## config.mk

```make
export PLATFORM = sky130hd
export DESIGN_NAME = pic_pos_ctrl
export DESIGN_NICKNAME = d
export VERILOG_FILES = /design/src/rtl/pic_pkg.sv /design/src/rtl/pic_axis.sv /design/src/rtl/pic_pos_ctrl.sv
export SDC_FILE = /design/constraint.sdc
export NUM_CORES = 1
export LEC_CHECK = 0
export ABC_AREA = 1
export CAP_MARGIN = 20
export CORE_MARGIN = 10
export CORE_UTILIZATION = 57
export CTS_BUF_LIST = sky130_fd_sc_hd__clkbuf_8
export DETAILED_ROUTE_END_ITERATION = 10
export PLACE_DENSITY = 0.91
export SYNTH_ARGS = -nofsm -noshare
export SYNTH_HDL_FRONTEND = slang
export SYNTH_SLANG_ARGS = --single-unit
```

## constraint.sdc

```tcl
create_clock -name clk -period 2.9 [get_ports clk]
set_input_delay 0.29 -clock clk [delete_from_list [all_inputs] [get_ports clk]]
set_output_delay 0.29 -clock clk [all_outputs]
set_load 0.01 [all_outputs]
```

## src/rtl/pic_pkg.sv

```systemverilog
`default_nettype none
// ============================================================================
// Module      : pic_pkg
// Description : Shared types and geometry helpers for the picture position
//               controller.
// Revision    : 1.0 - initial release
// ============================================================================
package pic_pkg;

    typedef enum logic [1:0] {
        STOP   = 2'd0,
        AUTO   = 2'd1,
        MANUAL = 2'd2
    } pic_mode_t;

    function automatic int calc_limit(input int vis_size, input int pic_size);
        return vis_size - pic_size;
    endfunction

    function automatic int calc_center(input int vis_size, input int pic_size);
        return (vis_size - pic_size) / 2;
    endfunction

    function automatic pic_mode_t mode_decode(input logic run, input logic manual);
        if (!run)
            return STOP;
        else if (manual)
            return MANUAL;
        else
            return AUTO;
    endfunction

    localparam int c_XMAX_DEFAULT = calc_limit(640, 100);
    localparam int c_YMAX_DEFAULT = calc_limit(480, 100);
    localparam int c_XRST_DEFAULT = calc_center(640, 100);
    localparam int c_YRST_DEFAULT = calc_center(480, 100);

endpackage
`default_nettype wire

```

## src/rtl/pic_axis.sv

```systemverilog
`default_nettype none
// ============================================================================
// Module      : pic_axis
// Description : One coordinate of the picture position: auto edge bounce or
//               clamped manual stepping, applied on each update strobe.
// Revision    : 1.0 - initial release
// ============================================================================
module pic_axis
    import pic_pkg::*;
#(
    parameter int WIDTH     = 10,
    parameter int LIMIT     = 540,
    parameter int STEP      = 2,
    parameter int RESET_VAL = 270
) (
    input  logic             clk,
    input  logic             rst,
    input  logic             upd,
    input  pic_mode_t        mode,
    input  logic             inc_req,
    input  logic             dec_req,
    output logic [WIDTH-1:0] pos,
    output logic             dir
);

    localparam int               c_WIDE    = WIDTH + 1;
    localparam logic [WIDTH:0]   c_STEP_W  = c_WIDE'(STEP);
    localparam logic [WIDTH:0]   c_LIMIT_W = c_WIDE'(LIMIT);
    localparam logic [WIDTH-1:0] c_STEP    = WIDTH'(STEP);
    localparam logic [WIDTH-1:0] c_LIMIT   = WIDTH'(LIMIT);
    localparam logic [WIDTH-1:0] c_RESET   = WIDTH'(RESET_VAL);

    logic [WIDTH-1:0] r_pos;
    logic             r_dir;
    logic [WIDTH:0]   w_sum;
    logic             w_high_hit;
    logic             w_low_hit;
    logic [WIDTH-1:0] w_up;
    logic [WIDTH-1:0] w_down;
    logic [WIDTH-1:0] w_pos_nxt;
    logic             w_dir_nxt;

    // Limit tests are done one bit wider so pos+STEP never wraps before clamping.
    always_comb begin
        w_sum      = {1'b0, r_pos} + c_STEP_W;
        w_high_hit = (w_sum >= c_LIMIT_W);
        w_low_hit  = ({1'b0, r_pos} <= c_STEP_W);
        w_up       = w_high_hit ? c_LIMIT : w_sum[WIDTH-1:0];
        w_down     = w_low_hit ? '0 : (r_pos - c_STEP);
        w_pos_nxt  = r_pos;
        w_dir_nxt  = r_dir;
        if (upd) begin
            case (mode)
                AUTO: begin
                    if (r_dir) begin
                        w_pos_nxt = w_up;
                        if (w_high_hit)
                            w_dir_nxt = 1'b0;
                    end else begin
                        w_pos_nxt = w_down;
                        if (w_low_hit)
                            w_dir_nxt = 1'b1;
                    end
                end
                MANUAL: begin
                    if (inc_req && !dec_req)
                        w_pos_nxt = w_up;
                    else if (dec_req && !inc_req)
                        w_pos_nxt = w_down;
                end
                default: ;
            endcase
        end
    end

    always_ff @(posedge clk or posedge rst) begin
        if (rst) begin
            r_pos <= c_RESET;
            r_dir <= 1'b1;
        end else begin
            r_pos <= w_pos_nxt;
            r_dir <= w_dir_nxt;
        end
    end

    assign pos = r_pos;
    assign dir = r_dir;

endmodule
`default_nettype wire

```

## src/rtl/pic_pos_ctrl.sv

```systemverilog
`default_nettype none
// ============================================================================
// Module      : pic_pos_ctrl
// Description : Frame-synchronous picture position controller (stop / auto
//               bounce / manual buttons), updating only at vsync rising edges.
// Revision    : 1.0 - initial release
// ============================================================================
module pic_pos_ctrl
    import pic_pkg::*;
#(
    parameter int pichsize  = 100,
    parameter int picvsize  = 100,
    parameter int h_size    = 640,
    parameter int v_size    = 480,
    parameter int STEP      = 2,
    parameter int FRAME_DIV = 1
) (
    input  logic                      clk,
    input  logic                      rst,
    input  logic                      vsync,
    input  logic                      run,
    input  logic                      manual,
    input  logic                      btn_l,
    input  logic                      btn_r,
    input  logic                      btn_u,
    input  logic                      btn_d,
    output logic [$clog2(h_size)-1:0] inith_addr,
    output logic [$clog2(v_size)-1:0] initv_addr,
    output logic                      frame_tick,
    output logic                      dir_x,
    output logic                      dir_y
);

    localparam int               c_HW       = $clog2(h_size);
    localparam int               c_VW       = $clog2(v_size);
    localparam int               c_XMAX     = calc_limit(h_size, pichsize);
    localparam int               c_YMAX     = calc_limit(v_size, picvsize);
    localparam int               c_XRST     = calc_center(h_size, pichsize);
    localparam int               c_YRST     = calc_center(v_size, picvsize);
    localparam int               c_DIV_W    = (FRAME_DIV > 1) ? $clog2(FRAME_DIV) : 1;
    localparam logic [c_DIV_W-1:0] c_DIV_LAST = c_DIV_W'(FRAME_DIV - 1);

    logic               r_vsync_q;
    logic               r_frame_tick;
    logic [c_DIV_W-1:0] r_div_cnt;
    pic_mode_t          r_mode;
    pic_mode_t          w_mode_nxt;
    logic               r_req_l, r_req_r, r_req_u, r_req_d;
    logic               w_req_l, w_req_r, w_req_u, w_req_d;
    logic               w_tick;
    logic               w_upd;

    assign w_tick = vsync & ~r_vsync_q;
    assign w_upd  = w_tick && (r_div_cnt == c_DIV_LAST);

    // vsync_q resets high so a vsync already high at release is not an edge.
    always_ff @(posedge clk or posedge rst) begin
        if (rst) begin
            r_vsync_q    <= 1'b1;
            r_frame_tick <= 1'b0;
            r_div_cnt    <= '0;
        end else begin
            r_vsync_q    <= vsync;
            r_frame_tick <= w_tick;
            if (w_tick)
                r_div_cnt <= (r_div_cnt == c_DIV_LAST) ? '0 : r_div_cnt + c_DIV_W'(1);
        end
    end

    always_ff @(posedge clk or posedge rst) begin
        if (rst) begin
            r_req_l <= 1'b0;
            r_req_r <= 1'b0;
            r_req_u <= 1'b0;
            r_req_d <= 1'b0;
        end else if (w_tick) begin
            r_req_l <= 1'b0;
            r_req_r <= 1'b0;
            r_req_u <= 1'b0;
            r_req_d <= 1'b0;
        end else begin
            r_req_l <= r_req_l | btn_l;
            r_req_r <= r_req_r | btn_r;
            r_req_u <= r_req_u | btn_u;
            r_req_d <= r_req_d | btn_d;
        end
    end

    always_ff @(posedge clk or posedge rst) begin
        if (rst)
            r_mode <= STOP;
        else
            r_mode <= w_mode_nxt;
    end

    always_comb begin
        w_mode_nxt = r_mode;
        if (w_tick)
            w_mode_nxt = mode_decode(run, manual);
    end

    // Buttons seen in the tick cycle itself count toward this update.
    always_comb begin
        w_req_l = r_req_l | btn_l;
        w_req_r = r_req_r | btn_r;
        w_req_u = r_req_u | btn_u;
        w_req_d = r_req_d | btn_d;
    end

    pic_axis #(
        .WIDTH     (c_HW),
        .LIMIT     (c_XMAX),
        .STEP      (STEP),
        .RESET_VAL (c_XRST)
    ) u_axis_x (
        .clk     (clk),
        .rst     (rst),
        .upd     (w_upd),
        .mode    (w_mode_nxt),
        .inc_req (w_req_r),
        .dec_req (w_req_l),
        .pos     (inith_addr),
        .dir     (dir_x)
    );

    pic_axis #(
        .WIDTH     (c_VW),
        .LIMIT     (c_YMAX),
        .STEP      (STEP),
        .RESET_VAL (c_YRST)
    ) u_axis_y (
        .clk     (clk),
        .rst     (rst),
        .upd     (w_upd),
        .mode    (w_mode_nxt),
        .inc_req (w_req_d),
        .dec_req (w_req_u),
        .pos     (initv_addr),
        .dir     (dir_y)
    );

    assign frame_tick = r_frame_tick;

endmodule
`default_nettype wire

```

==> results of run 1 <==
[synthesized netlist by cell type, drive strengths merged]
cell     n  area (um^2)
ha       8        100.1
o21ai   19        98.85
nand2   83        326.6
dfstp   13        341.6
clkbuf   1        3.750
nand3   30        170.2
o211ai   1        7.510
o31ai    1        7.510
nand4   13        81.33
nor2    51        211.5
inv     60        225.2
nor3     6        45.04
xor2    10        87.58
buf      7        45.04
a31oi    6        37.54
a21oi   22        117.6
xnor2    1        8.760
dfrtp   16        400.4
o21a     1        7.510
[power by group]
part	internal [uW]	total [uW]	switching, uW	leakage (uW)
Clock	161	316	155	0.0000505
Sequential	599	869	270	0.000328
Combinational	628	1560	937	0.00101
[final cells by class]
class                      instances  area, um^2  area share, %
inverter                          60       225.2          8.126
sequential                        29       742.0          26.77
clock inverter                     3       12.51         0.4515
clock buffer                       5       68.82          2.483
timing repair buffer              37       352.8          12.73
tap                               50       62.56          2.257
multi-input combinational        252        1308          47.18
[critical path, cell delays in order]
cell	delay [ps]
clkdlybuf4s50_1	480
inv_1	60
nor2_1	210
nor2_1	60
a31oi_1	200
inv_1	100
ha_1	280
nor3_1	270
nand2_1	200
inv_2	120
buf_4	190
o21ai_0	100
a21oi_1	150
nor2_1	60
[placed cells by master, fill, tap and decap left out, drive strengths merged]
cell type and n:
a21oi 22, a31oi 6, buf 7, clkbuf 5, clkdlybuf4s50 30, clkinv 1
dfrtp 16, dfstp 13, ha 8, inv 62, nand2 83, nand3 30
nand4 13, nor2 51, nor3 6, o211ai 1, o21a 1, o21ai 19
o31ai 1, xnor2 1, xor2 10
[cells by family after synthesis]
kind of cell / count (synthesis)
simple gates: 183
buf+inv: 68
compound gates: 50
flops: 29
xor+xnor: 11
fa+ha+maj: 8
[layer usage]
layer	vias up	part of all wire (%)	GRT usage [%]
li1	1184	-	-
met3	18	8.2	5.176
met1	1118	39	19.62
met5	-	0	0
met2	114	51	31.01
met4	0	2.1	6.849
[stage by stage]
step	cells	hold WS, ps	worst slack (ps)	util (%)	cell area (um^2)
6_report	436	438.9	333.7	69.79	2771
5_1_grt	436	429.9	98.21	69.79	2771
4_1_cts	436	429.8	413.1	69.79	2771
3_5_place_dp	428	492.0	90.30	67.74	2690
3_3_place_gp	428	480.2	218.9	67.74	2690
2_1_floorplan	349	294.5	694.8	-	2323
[how the worst min path moves through the flow]
stage | endpoint | slack (ps) | startpoint
after floorplan | r_vsync_q | 290 | vsync
after global placement | r_req_u | 480 | r_req_u
after detailed placement | u_axis_x.pos[0] | 490 | u_axis_x.pos[0]
after CTS | r_vsync_q | 430 | vsync
after global routing | r_vsync_q | 430 | vsync
final | r_vsync_q | 440 | vsync
==> impl_metrics.env, run 1 <==
export IMPL_status="completed"
export IMPL_io_buffer_count=30
export IMPL_clock_tree_buffer_depth=2
export IMPL_setup_viol_count_final=0
export IMPL_yosysWarnings=0
export IMPL_reg2reg_to="u_axis_y.pos[3]"
export IMPL_globalRouteTotalUtil_pct=17.74
export IMPL_synth_compound_area_share_pct=11.90
export IMPL_cts_root_buffer="clkbuf_8"
export IMPL_post_route_period_util_pct=88.49
export IMPL_cts_buffers_inserted=5
export IMPL_grt_pass1_wl_mm=10.57
export IMPL_ant_nets=0
export IMPL_startpoint_type="input port"
export IMPL_cts_sinks=29
export IMPL_r2r_cells=12
export IMPL_required_ps=3120
export IMPL_power_total_uw=2750
export IMPL_cts_tree="done"
export IMPL_synthSimpleGateAreaFrac_pct=35.92
export IMPL_die_w_um=83.85
export IMPL_synth_cell_type_count=29
export IMPL_drive_gt1_share_pct=14.77
export IMPL_wl_per_cell_um=14.00
export IMPL_largest_reg_flops=10
export IMPL_rsz0062_at_grt="false"
export IMPL_hold_violations=0
export IMPL_fin_tns_setup_ps=0
export IMPL_place_congestion=0.9797
export IMPL_max_slew_worst_pin_slew_ps=945.4
export IMPL_overflow=0
export IMPL_avgViaCountPerCell=5.583
export IMPL_start_util_pct=58.51
export IMPL_hold_path_class="in2reg"
export IMPL_synth_yosys_seq_area_share_pct=31.93
export IMPL_endpoint_kind="register"
export IMPL_finalNetCount=402
export IMPL_p_leak_uw=0.001389
export IMPL_insertion_delay_ps=280
export IMPL_crit_type="in2reg"
export IMPL_coreArea_mm2=0.003971
export IMPL_die_h_um=83.85
export IMPL_post_cts_setup_buffers=0
export IMPL_drtIter0Drc=259
export IMPL_crit_arrival_ps=2780
export IMPL_grt_max_degree=26
export IMPL_synthAdderAreaFrac_pct=4.308
export IMPL_ios=31
export IMPL_postCtsHoldBufs=0
export IMPL_clkSlewWorstSetupHoldPaths_ps=60
export IMPL_n_antenna_cell=0
export IMPL_fillCellCount=359
export IMPL_cp_max_fo=13
export IMPL_crit_start="vsync"
export IMPL_antenna_found_initial=0
export IMPL_finalMaxSlewViolations=0
export IMPL_netlist_instances=349
export IMPL_synth_top_family_by_area="simple AND/OR/NAND/NOR gates"
export IMPL_dp_hpwl_mm=4.574
export IMPL_synth_fp_nets=366
export IMPL_whs_path_depth=1
export IMPL_rr_startpoint="r_vsync_q"
export IMPL_rows=23
export IMPL_drc_errors=0
export IMPL_grt_pass1_vias=2370
export IMPL_avgSynthCellArea_um2=6.658
export IMPL_ir_drop_uv=556.2
export IMPL_area_growth_pct=19.28
export IMPL_maxCapViolCount=0
export IMPL_cts_resized=0
export IMPL_clock_skew_ps=4.002
export IMPL_die_area_mm2=0.007030
export IMPL_first_pass_iters=6
export IMPL_slew_limit_headroom_pct=36.91
export IMPL_syn_area_mm2=0.002323
export IMPL_synth_xor_area_share_pct=4.146
export IMPL_synthMuxAreaShare_pct=0
export IMPL_h_tree_depth=2
export IMPL_r2r_slack_ps=380
export IMPL_layout_min_cycle_time_ps=2566
export IMPL_crit_end="u_axis_y.pos[3]"
export IMPL_p_per_area_mw_per_mm2=992.1
export IMPL_wl_mm=6.102
export IMPL_synth_seq_cells=29
export IMPL_vias=2434
export IMPL_fmax_mhz=389.7
Power figures use the tool's default switching activity.
==> run 2, diff against run 1 <==
- CORE_UTILIZATION: 57 -> 56
- CTS_BUF_LIST: sky130_fd_sc_hd__clkbuf_8 -> sky130_fd_sc_hd__clkbuf_16
- PLACE_DENSITY: 0.91 -> 0.81
- SKIP_LAST_GASP: unset -> 1
==> run 2 against run 1 <==
Compared with the run above:
- largest power group unchanged
- worst hold slack lost 44 ps
- clock power increased by 85%
- core utilization is 1.2 points higher
- total power increased by 9.2%
- sequential share of layout area down 0.66 points
- die area grew 1.4%
- global-route usage down 0.88 points
- combinational power about the same
- flip-flop and latch count did not move
- wire length decreased by 3.2%
- clock-buffer cell count unchanged
- non-clock buffer count is 2 lower
- largest cell class unchanged
==> impl_metrics.env, run 2 (synthesis results as in run 1) <==
export IMPL_clock_tree_buffer_depth=2
export IMPL_required_ps=3090
export IMPL_drtIter0Drc=213
export IMPL_cts_resized=0
export IMPL_n_antenna_cell=0
export IMPL_crit_type="in2reg"
export IMPL_h_tree_depth=2
export IMPL_maxCapViolCount=0
export IMPL_start_util_pct=58.09
export IMPL_startpoint_type="input port"
export IMPL_cp_max_fo=9
export IMPL_first_pass_iters=5
export IMPL_crit_arrival_ps=2720
export IMPL_hold_path_class="in2async"
export IMPL_vias=2384
export IMPL_slew_limit_headroom_pct=75.38
export IMPL_area_growth_pct=22.29
export IMPL_place_congestion=0.8969
export IMPL_clock_skew_ps=6.164
export IMPL_grt_pass1_vias=2275
export IMPL_fin_tns_setup_ps=0
export IMPL_endpoint_kind="register"
export IMPL_setup_slack_ps=377.8
export IMPL_io_buffer_count=30
export IMPL_ant_nets=0
export IMPL_die_h_um=84.42
export IMPL_crit_start="vsync"
export IMPL_wl_mm=5.907
export IMPL_cpMostUsedCell="inv_1"
export IMPL_cts_tree="done"
export IMPL_crit_path_max_incr_delay_ps=480
export IMPL_postCtsHoldBufs=0
export IMPL_rsz0062_at_grt="false"
export IMPL_antenna_found_initial=0
export IMPL_finalNetCount=400
export IMPL_setup_viol_count_final=0
export IMPL_pre_cts_ws_ps=103.6
export IMPL_clkSlewWorstSetupHoldPaths_ps=50
export IMPL_crit_family="buffers and inverters"
export IMPL_drive_gt1_share_pct=14.58
export IMPL_final_common_cell="nand2_1"
export IMPL_die_w_um=84.42
export IMPL_p_leak_uw=0.001406
export IMPL_overflow=0
export IMPL_placed_cell_area_mm2=0.002675
export IMPL_cp_depth=13
export IMPL_ios=31
export IMPL_max_slew_worst_pin_slew_ps=369.4
export IMPL_dpl_cell_count=426
export IMPL_grt_max_degree=30
export IMPL_final_cell_mix="nand2_1 (77), inv_1 (51), nor2_1 (45)"
export IMPL_wl_per_cell_um=13.61
export IMPL_globalRouteTotalUtil_pct=16.85
export IMPL_cts_buffers_inserted=5
export IMPL_r2r_slack_ps=420
export IMPL_status="completed"
export IMPL_layout_min_cycle_time_ps=2522
export IMPL_dp_hpwl_mm=4.444
export IMPL_fmax_mhz=396.5
export IMPL_insertion_delay_ps=280
export IMPL_avgViaCountPerCell=5.493
export IMPL_rr_startpoint="r_vsync_q"
export IMPL_path_cells="clkdlybuf4s50_1, inv_1, nor2_1, nor2_1, a31oi_1, inv_1, ha_1, nor3_1, nand2_1, inv_1, nand2_1, a21oi_1, a21oi_1"
export IMPL_die_area_mm2=0.007126
export IMPL_post_route_period_util_pct=86.97
export IMPL_final_area_mm2=0.002841
export IMPL_drc_errors=0
export IMPL_finalMaxSlewViolations=0
export IMPL_grt_pass1_wl_mm=10.27
export IMPL_r2r_cells=11
export IMPL_crit_buf_inv=4
export IMPL_cts_root_buffer="clkbuf_16"
export IMPL_cts_sinks=29
export IMPL_post_cts_setup_buffers=0
export IMPL_rows=23
export IMPL_coreArea_mm2=0.004000
export IMPL_p_per_area_mw_per_mm2=1057
export IMPL_fillCellCount=331
export IMPL_slowest_stage="clkdlybuf4s50_1"
export IMPL_ir_drop_uv=652.6
export IMPL_largest_reg_flops=10
export IMPL_reg2reg_to="u_axis_x.pos[8]"
export IMPL_hold_violations=0
export IMPL_crit_end="u_axis_x.pos[8]"
export IMPL_finalNonFillerCells=434
[run 2: tightest hold or removal path: cells and delay by family]
family                 cells  cell delay [ps]
buffers and inverters      3              790
[run 2: worst min-delay path by stage]
stage | startpoint | slack [ps] | depth (start not counted) | end
detailed placement | u_axis_x.pos[0] | 490 | 2 | u_axis_x.pos[0]
floorplan | vsync | 290 | 0 | r_vsync_q
finish | rst | 390 | 3 | r_mode[0]
global route | vsync | 450 | 1 | r_vsync_q
global placement | r_req_u | 470 | 2 | r_req_u
CTS | rst | 410 | 3 | r_mode[0]
[run 2: final cells by class]
class                           instances  area (um^2)  area share (%)
Inverter                               60        225.2           7.926
Sequential cell                        29        742.0           26.11
Clock buffer                            5        125.1           4.403
Timing Repair Buffer                   35        337.8           11.89
Clock inverter                          3        41.29           1.453
Tap cell                               50        62.56           2.202
Multi-Input combinational cell        252         1308           46.01
[run 2: metal layers]
metal | wire length, um | global-route usage (%) | part of all wire, %
met5 | 0 | 0 | 0
met4 | 89 | 5.988 | 1.5
met3 | 372 | 4.348 | 6.3
met2 | 2968 | 29.74 | 50
met1 | 2476 | 19.11 | 42
[run 2: report_power, final]
group	leakage (uW)	switching, uW	internal [uW]
combinational	0.00100	931	624
sequential	0.000328	263	600
clock	0.0000775	184	401
total	0.00141	1380	1620
[run 2: metrics by stage]
stage	power [uW]	hold WS, ps	util (%)
2_1_floorplan	1884	294.5	-
5_1_grt	3253	452.2	71.04
3_3_place_gp	2366	474.5	66.88
6_report	3004	394.8	71.04
3_5_place_dp	2391	486.6	66.88
4_1_cts	2996	412.4	71.04
==> run 3, diff against run 2 <==
- CORE_MARGIN: 10 -> 2
- CORE_UTILIZATION: 56 -> 30
- PLACE_DENSITY: 0.81 -> unset
==> run 3 against run 2 <==
Compared with the run above:
- setup slack got worse by 68 ps
- worst hold slack improved by 3.4 ps
- core utilization down 33 points
- via count down 4.0%
- non-clock buffer count unchanged
- sequential share of layout area decreased by 0.34 points
- die area up 19%
- cell count is 12% higher
- clock power fell by 19%
- first-iteration DRC count down 42%
==> impl_metrics.env, run 3 (synthesis results as in run 1) <==
export IMPL_status="completed"
export IMPL_setup_viol_count_final=0
export IMPL_placed_cell_area_mm2=0.002740
export IMPL_largest_reg_flops=10
export IMPL_vias=2288
export IMPL_grt_pass1_wl_mm=10.27
export IMPL_place_congestion=0.8652
export IMPL_ir_drop_uv=391.0
export IMPL_grt_max_degree=30
export IMPL_required_ps=3090
export IMPL_hold_path_class="in2async"
export IMPL_io_buffer_count=30
export IMPL_ios=31
export IMPL_n_antenna_cell=0
export IMPL_final_seq_area_um2=742.0
export IMPL_final_common_cell="nand2_1"
export IMPL_drc_errors=0
export IMPL_cp_max_fo=9
export IMPL_wl_per_cell_um=12.16
export IMPL_pre_cts_ws_ps=43.15
export IMPL_fmax_mhz=386.1
export IMPL_grt_pass1_vias=2153
export IMPL_endpoint_kind="register"
export IMPL_max_slew_worst_pin_slew_ps=401.1
export IMPL_cts_sinks=29
export IMPL_antenna_found_initial=0
export IMPL_r2r_cells=11
export IMPL_coreArea_mm2=0.007607
export IMPL_wl_mm=5.911
export IMPL_cts_root_buffer="clkbuf_16"
export IMPL_final_cell_mix="nand2_1 (77), inv_1 (53), nor2_1 (45)"
export IMPL_clkSlewWorstSetupHoldPaths_ps=50
export IMPL_area_growth_pct=23.91
export IMPL_dp_hpwl_mm=4.399
export IMPL_slew_limit_headroom_pct=73.26
export IMPL_first_pass_iters=5
export IMPL_fillCellCount=827
export IMPL_rows=32
export IMPL_fin_tns_setup_ps=0
export IMPL_hold_violations=0
export IMPL_post_route_period_util_pct=89.31
export IMPL_holdWs_ps=398.2
export IMPL_finalMaxSlewViolations=0
export IMPL_p_per_area_mw_per_mm2=1004
export IMPL_p_leak_uw=0.001402
export IMPL_rsz0062_at_grt="false"
export IMPL_cts_buffers_inserted=5
export IMPL_ant_nets=0
export IMPL_crit_arrival_ps=2780
export IMPL_drtIter0Drc=123
export IMPL_crit_type="in2reg"
export IMPL_startpoint_type="input port"
export IMPL_overflow=0
export IMPL_setup_slack_ps=309.9
export IMPL_multi_input_area_mm2=0.001308
export IMPL_die_h_um=92.01
export IMPL_drive_gt1_share_pct=14.06
export IMPL_die_w_um=92.01
export IMPL_maxCapViolCount=0
export IMPL_final_area_mm2=0.002879
export IMPL_layout_min_cycle_time_ps=2590
export IMPL_finalNetCount=400
export IMPL_start_util_pct=30.54
export IMPL_globalRouteTotalUtil_pct=14.96
export IMPL_cts_tree="done"
export IMPL_insertion_delay_ps=270
export IMPL_h_tree_depth=2
export IMPL_clock_tree_buffer_depth=2
export IMPL_die_area_mm2=0.008465
export IMPL_clock_skew_ps=4.225
export IMPL_avgViaCountPerCell=4.708
-- run 3: metrics by stage --
stage / instances / utilization (%) / power (uW)
final: 486 / 37.85 / 2890
after CTS: 486 / 37.81 / 2907
after global routing: 486 / 37.85 / 3155
after global placement: 478 / 36.02 / 2392
after detailed placement: 478 / 36.02 / 2408
after floorplan: 349 / - / 1884
-- run 3: final timing paths --
kind                                start         endpoint  slack [ps]
worst min-delay path                  rst  u_axis_y.pos[8]         400
worst min register to register    r_req_u          r_req_u         500
min in group clk                    vsync        r_vsync_q         460
worst max-delay path                vsync  u_axis_x.pos[8]         310
worst max register to register  r_vsync_q  u_axis_x.pos[8]         380
max in group asynchronous             rst  u_axis_y.pos[2]        2180
-- run 3: layout make-up --
type,count,share of cell area [%]
Clock inverter,3,0.3911
Sequential cell,29,25.77
Tap cell,102,4.433
Inverter,60,7.910
Clock buffer,5,4.346
Multi-Input combinational cell,252,45.41
Timing Repair Buffer,35,11.73
-- run 3: what timing repair did --
action                     in CTS  in global routing
resized for setup               0                  1
hold buffers                    0                  0
setup buffers                   0                  0
setup endpoints to repair       0                  1
-- run 3: power breakdown --
part	internal, uW	total (uW)	switching (uW)
clock	307	474	167
combinational	625	1550	920
sequential	600	871	270
total	1530	2890	1360
-- run 3: metal layers --
layer | vias to the layer above | wire (um) | GRT usage [%]
met2 | 57 | 2570 | 22.67
met5 | - | 0 | 0
met1 | 1043 | 2959 | 21.48
met3 | 7 | 293 | 2.876
li1 | 1181 | - | -
met4 | 0 | 87 | 4.726
-- run 3: worst max-delay path, stage by stage --
cell             delay [ps]
clkdlybuf4s50_1         480
inv_1                    50
nor2_1                  210
nor2_1                   70
a31oi_1                 210
inv_1                   100
ha_1                    270
nor3_1                  280
nand2_1                 260
inv_1                   290
nand2_1                  90
a21oi_1                 120
a21oi_1                  60
